**config.mk**
```make
export PLATFORM = sky130hd
export DESIGN_NAME = scanner_receiver
export DESIGN_NICKNAME = d
export VERILOG_FILES = /design/src/rtl/scanner_pkg.sv /design/src/rtl/scanner_fifo.sv /design/src/rtl/scanner_receiver.sv
export SDC_FILE = /design/constraint.sdc
export NUM_CORES = 1
export LEC_CHECK = 0
export ABC_CLOCK_PERIOD_IN_PS = 4610
export BUFFER_PORTS_ARGS = -buffer_cell sky130_fd_sc_hd__buf_2
export CELL_PAD_IN_SITES_DETAIL_PLACEMENT = 1
export CELL_PAD_IN_SITES_GLOBAL_PLACEMENT = 2
export CORE_MARGIN = 1.5
export CORE_UTILIZATION = 40
export CTS_CLUSTER_SIZE = 12
export DETAILED_ROUTE_END_ITERATION = 10
export PLACE_DENSITY_LB_ADDON = 0.12
export SLEW_MARGIN = 15
export SYNTH_ARGS = -nofsm -noshare
export SYNTH_HDL_FRONTEND = slang
export SYNTH_SLANG_ARGS = --single-unit
```
**constraint.sdc**
```tcl
create_clock -name clk -period 4.61 [get_ports clk]
set_clock_uncertainty 0.1 [all_clocks]
set_input_delay 0.461 -clock clk [delete_from_list [all_inputs] [get_ports clk]]
set_output_delay 0.461 -clock clk [all_outputs]
set_load 0.1 [all_outputs]
```
**src/rtl/scanner_pkg.sv**
```systemverilog
// Scanner serial link shared definitions.
// Used by both the transmitter and receiver ends.
package scanner_pkg;

    typedef enum logic [1:0] {
        IDLE  = 2'b00,
        RECV  = 2'b01,
        STORE = 2'b10
    } state_t;

    localparam int WORD_BITS_DEF = 4;

endpackage

```
**src/rtl/scanner_fifo.sv**
```systemverilog
// Small synchronous FIFO for received scanner words.
// A pop on empty is ignored; a push on full succeeds only with a pop.
module scanner_fifo
    import scanner_pkg::*;
#(
    parameter int W     = WORD_BITS_DEF,
    parameter int DEPTH = 4
) (
    input  logic                       clk,
    input  logic                       rst_n,
    input  logic                       i_push,
    input  logic                       i_pop,
    input  logic [W-1:0]               i_din,
    output logic [W-1:0]               o_dout,
    output logic [$clog2(DEPTH):0]     o_count,
    output logic                       o_full,
    output logic                       o_empty
);

    localparam int AW = $clog2(DEPTH);
    localparam int CW = AW + 1;

    logic [W-1:0]  r_mem [DEPTH];
    logic [AW-1:0] r_wr;
    logic [AW-1:0] r_rd;
    logic [CW-1:0] r_cnt;

    logic w_pop;
    logic w_push;

    assign o_full  = (r_cnt == CW'(DEPTH));
    assign o_empty = (r_cnt == '0);
    assign o_count = r_cnt;
    assign o_dout  = r_mem[r_rd];

    assign w_pop  = i_pop & ~o_empty;
    assign w_push = i_push & (~o_full | w_pop);

    // Storage, pointers and occupancy update.
    always_ff @(posedge clk or negedge rst_n) begin
        if (!rst_n) begin
            for (int i = 0; i < DEPTH; i++) begin
                r_mem[i] <= '0;
            end
            r_wr  <= '0;
            r_rd  <= '0;
            r_cnt <= '0;
        end else begin
            if (w_push) begin
                r_mem[r_wr] <= i_din;
                r_wr        <= r_wr + AW'(1);
            end
            if (w_pop) begin
                r_rd <= r_rd + AW'(1);
            end
            case ({w_push, w_pop})
                2'b10:   r_cnt <= r_cnt + CW'(1);
                2'b01:   r_cnt <= r_cnt - CW'(1);
                default: r_cnt <= r_cnt;
            endcase
        end
    end

endmodule

```
**src/rtl/scanner_receiver.sv**
```systemverilog
// Receive end of the scanner serial link.
// Syncs clkIn/dataIn, assembles MSB-first words, buffers them in a FIFO.
module scanner_receiver
    import scanner_pkg::*;
#(
    parameter int WORD_BITS  = WORD_BITS_DEF,
    parameter int FIFO_DEPTH = 4,
    parameter int TIMEOUT    = 16
) (
    input  logic                 clk,
    input  logic                 rst,
    input  logic                 clkIn,
    input  logic                 dataIn,
    output logic                 readyForTransferOut,
    output logic [WORD_BITS-1:0] wordOut,
    output logic                 wordValid,
    input  logic                 wordTaken,
    output logic                 overflow,
    output logic                 frameError,
    output logic [1:0]           ps,
    output logic [2:0]           bitCount
);

    localparam int CW = $clog2(FIFO_DEPTH) + 1;
    localparam int TW = $clog2(TIMEOUT);

    logic r_clk_s1;
    logic r_clk_s2;
    logic r_clk_s3;
    logic r_dat_s1;
    logic r_dat_s2;

    state_t               r_state;
    logic [WORD_BITS-1:0] r_shift;
    logic [2:0]           r_bits;
    logic [TW-1:0]        r_tmo;
    logic                 r_ferr;
    logic                 r_ovf;

    logic          w_edge;
    logic          w_push;
    logic          w_pop;
    logic          w_full;
    logic          w_empty;
    logic [CW-1:0] w_count;

    assign w_edge = r_clk_s2 & ~r_clk_s3;
    assign w_push = (r_state == STORE);
    assign w_pop  = wordTaken & ~w_empty;

    assign readyForTransferOut = (w_count != CW'(FIFO_DEPTH));
    assign wordValid           = ~w_empty;
    assign overflow            = r_ovf;
    assign frameError          = r_ferr;
    assign ps                  = r_state;
    assign bitCount            = r_bits;

    // Two-flop synchronizers plus an extra clkIn flop for edge detect.
    always_ff @(posedge clk or negedge rst) begin
        if (!rst) begin
            r_clk_s1 <= 1'b0;
            r_clk_s2 <= 1'b0;
            r_clk_s3 <= 1'b0;
            r_dat_s1 <= 1'b0;
            r_dat_s2 <= 1'b0;
        end else begin
            r_clk_s1 <= clkIn;
            r_clk_s2 <= r_clk_s1;
            r_clk_s3 <= r_clk_s2;
            r_dat_s1 <= dataIn;
            r_dat_s2 <= r_dat_s1;
        end
    end

    // Word assembly FSM with inter-bit timeout and sticky overflow.
    always_ff @(posedge clk or negedge rst) begin
        if (!rst) begin
            r_state <= IDLE;
            r_shift <= '0;
            r_bits  <= '0;
            r_tmo   <= '0;
            r_ferr  <= 1'b0;
            r_ovf   <= 1'b0;
        end else begin
            r_ferr <= 1'b0;
            case (r_state)
                RECV: begin
                    if (w_edge) begin
                        r_shift <= {r_shift[WORD_BITS-2:0], r_dat_s2};
                        r_bits  <= r_bits + 3'd1;
                        r_tmo   <= '0;
                        if (r_bits + 3'd1 == 3'(WORD_BITS)) begin
                            r_state <= STORE;
                        end
                    end else if (r_tmo == TW'(TIMEOUT - 1)) begin
                        r_ferr  <= 1'b1;
                        r_shift <= '0;
                        r_bits  <= '0;
                        r_tmo   <= '0;
                        r_state <= IDLE;
                    end else begin
                        r_tmo <= r_tmo + TW'(1);
                    end
                end
                STORE: begin
                    if (w_full && !w_pop) begin
                        r_ovf <= 1'b1;
                    end
                    r_bits  <= '0;
                    r_tmo   <= '0;
                    r_state <= IDLE;
                end
                default: begin
                    r_bits <= '0;
                    r_tmo  <= '0;
                    if (w_edge) begin
                        r_shift <= {{(WORD_BITS-1){1'b0}}, r_dat_s2};
                        r_bits  <= 3'd1;
                        r_state <= RECV;
                    end
                end
            endcase
        end
    end

    scanner_fifo #(
        .W     (WORD_BITS),
        .DEPTH (FIFO_DEPTH)
    ) u_fifo (
        .clk     (clk),
        .rst_n   (rst),
        .i_push  (w_push),
        .i_pop   (w_pop),
        .i_din   (r_shift),
        .o_dout  (wordOut),
        .o_count (w_count),
        .o_full  (w_full),
        .o_empty (w_empty)
    );

endmodule

```
==> results.sh <==
export IMPL_avgSynthCellArea_um2=13.0
export IMPL_cts_tree="done"
export IMPL_drive_above_1_share_pct=28.9
export IMPL_port_buffers=17
export IMPL_period_needed_ns=2.33
export IMPL_syn_area_um2=1990
export IMPL_hold_path_class="input pin to register"
export IMPL_rsz0062_at_grt="false"
export IMPL_wl_per_cell_um=15.7
export IMPL_num_rows=25
export IMPL_max_freq_mhz=430
export IMPL_synthToLayoutAreaGrowth_pct=11.6
export IMPL_timing_hold_violations_final=0
export IMPL_final_max_slew_viol_count=0
export IMPL_relSlewSlack_pct=36.7
export IMPL_grt_pass1_vias=1308
export IMPL_utilization_pct=46.8
export IMPL_cp_required_ns=4.68
export IMPL_cp_cell_sequence="inv_1 > ha_1 > or2b_2 > ha_1 > inv_1 > fa_1 > xor2_1 > nor2_1 > xor2_1"
export IMPL_h_tree_depth=2
export IMPL_finalWirelength_mm=3.78
export IMPL_synthDistinctLibCells=39
export IMPL_final_antenna_net_count=0
export IMPL_peakVddDrop_mv=0.340
export IMPL_track_usage_pct=16.0
export IMPL_core_area_um2=4750
export IMPL_synth_warnings=0
export IMPL_antenna_found_initial=0
export IMPL_synth_ff_type="dfrtp_1"
export IMPL_setup_viol=0
export IMPL_cts_repair_resized=0
export IMPL_critPathMaxFanout=11
export IMPL_numCtsBuffers=5
export IMPL_syn_nets=169
export IMPL_finalCritPeriodShare_pct=50.4
export IMPL_grt_max_degree=44
export IMPL_cp_end_kind="register"
export IMPL_slowest_stage="dfrtp_1"
export IMPL_die_w_um=73.6
export IMPL_hpwlAfterDp_mm=2.75
export IMPL_drc=0
export IMPL_worst_pin_slew_ns=0.950
export IMPL_yosys_register_bits=43
export IMPL_antenna_cells=0
export IMPL_path_class="register to register"
export IMPL_start_kind="register"
export IMPL_synth_edf_count=0
export IMPL_arrival_ns=2.40
export IMPL_fillCellCount=517
export IMPL_p_per_area_nw_per_um2=470
export IMPL_via_per_inst=5.06
export IMPL_post_cts_buffers=0
export IMPL_die_y_um=73.6
export IMPL_async_flop_share_pct=100
export IMPL_fin_nets=188
export IMPL_syn_inst=153
export IMPL_drv_cap=0
export IMPL_clock_sinks=43
export IMPL_tns_ns=0
export IMPL_outcome="finished, final reports clean"
export IMPL_p_leak_nw=1.08
export IMPL_clk_pin_slew_ns=0.08
export IMPL_grt_ovfl_total=0
export IMPL_slowest_delay_ns=0.41
export IMPL_ctsRootBufferMaster="clkbuf_8"
export IMPL_gp_congestion=0.767
export IMPL_pin_count=18
export IMPL_dieArea_um2=5420
export IMPL_clockBufferDepth=2
export IMPL_initial_core_util_pct=41.9
export IMPL_grt_first_pass_wirelength_mm=6.42
export IMPL_drt_initial_drc_count=73
export IMPL_dr_pass1_iters=3
export IMPL_ys_seq_area_share_pct=54.0
export IMPL_num_vias=1214
export IMPL_insertion_delay_ns=0.29
export IMPL_ctsHoldBuffers=0
## cells in the mapped netlist, types with 2 or more instances
master,number,area share (%)
a21oi_1,4,1.0
a22o_1,4,1.8
buf_2,2,0.50
clkbuf_1,2,0.38
dfrtp_1,43,54
ha_1,10,6.3
inv_1,9,1.7
mux2_2,17,9.6
mux4_2,4,4.5
nand2_1,7,1.3
nand3_1,5,1.3
nand3b_1,2,0.75
nand4_1,2,0.63
nor2_1,8,1.5
nor2b_1,2,0.63
o211ai_1,2,0.75
or4_1,2,0.75
xnor2_1,4,1.8
xor2_1,4,1.8
## worst paths after layout
check,start,to,slack [ns],cells past startpoint
max,ps[0],u_fifo.o_count[2],2.28,9
min reg2reg,r_clk_s1,r_clk_s2,0.26,0
min in group asynchronous,rst,r_tmo[3],0.21,1
max reg2reg,ps[0],u_fifo.o_count[2],2.28,9
max in group asynchronous,rst,u_fifo.o_count[0],3.61,1
min,clkIn,r_clk_s1,0.17,1
## stage by stage
stage / hold slack [ns] / cells / power, W / setup WS, ns / instance area, um2
detailed placement: 0.240 / 232 / 0.000826 / 2.23 / 2140
global placement: 0.237 / 232 / 0.000808 / 2.30 / 2140
floorplan: 0.0654 / 153 / 0.000753 / 1.80 / 1990
finish: 0.174 / 240 / 0.00105 / 2.28 / 2230
global route: 0.160 / 240 / 0.00111 / 2.11 / 2230
CTS: 0.161 / 240 / 0.00106 / 2.27 / 2230
## per-layer routing
layer  part of all wire (%)  vias up  GRT usage [%]
met5                      0        -              0
met4                   0.40        0           5.56
met2                     48       14           24.7
met1                     49      621           22.0
li1                       -      577              -
met3                    2.8        2           4.12
## worst max-delay path, delay by kind of cell, from the launching register on
| family | cells | cell delay, ns |
|---|---|---|
| buffers and inverters | 2 | 0.18 |
| and+or+nand+nor | 2 | 0.44 |
| xor gates and xnor gates | 2 | 0.30 |
| adders and majority gates | 3 | 0.77 |
| DFF | 1 | 0.41 |
## state kept, by name, indices dropped and copies added, names as in the netlist, 2 cells and up
| register | flops |
|---|---|
| ps | 2 |
| u_fifo.r_mem | 16 |
| u_fifo.o_count | 3 |
| bitCount | 3 |
| r_shift | 4 |
| r_tmo | 4 |
| u_fifo.r_wr | 2 |
| u_fifo.r_rd | 2 |
## area by class of cell
cell class	count	area (um2)	area share, %
inverters	9	33.8	1.52
clock buffers	6	72.6	3.26
flip-flops and latches	43	1080	48.3
well taps	67	83.8	3.77
multi-input cells	96	862	38.7
repair buffers	17	85.1	3.82
clock inverters	2	12.5	0.562
## logic make-up after synthesis
group	count (synthesis)	share of synthesized area (%)
muxes	22	14.6
adders and majority gates	11	7.28
AOI/OAI and AO/OA	18	6.84
buffers and inverters	14	2.82
xor gates and xnor gates	8	3.51
and+or+nand+nor	37	11.0
DFF	43	54.0
## power by group
group,switching (W),total (W),leakage [nW],internal (W)
registers,0.0000748,0.000500,0.570,0.000425
logic,0.000215,0.000316,0.465,0.000100
clock network,0.000125,0.000230,0.0412,0.000106
total,0.000415,0.00105,1.08,0.000631
## layout by cell type (no fill, tap or decap), types with 4 or more instances in the layout
cell type  count
clkbuf_8       5
mux4_2         4
xor2_1         4
a22o_1         4
mux2_2        17
inv_1          9
ha_1          10
nand2_1        7
a21oi_1        4
nor2_1         8
dfrtp_1       43
buf_2         17
nand3_1        5
xnor2_1        4
Note: power is estimated with default switching activity, not from simulation.
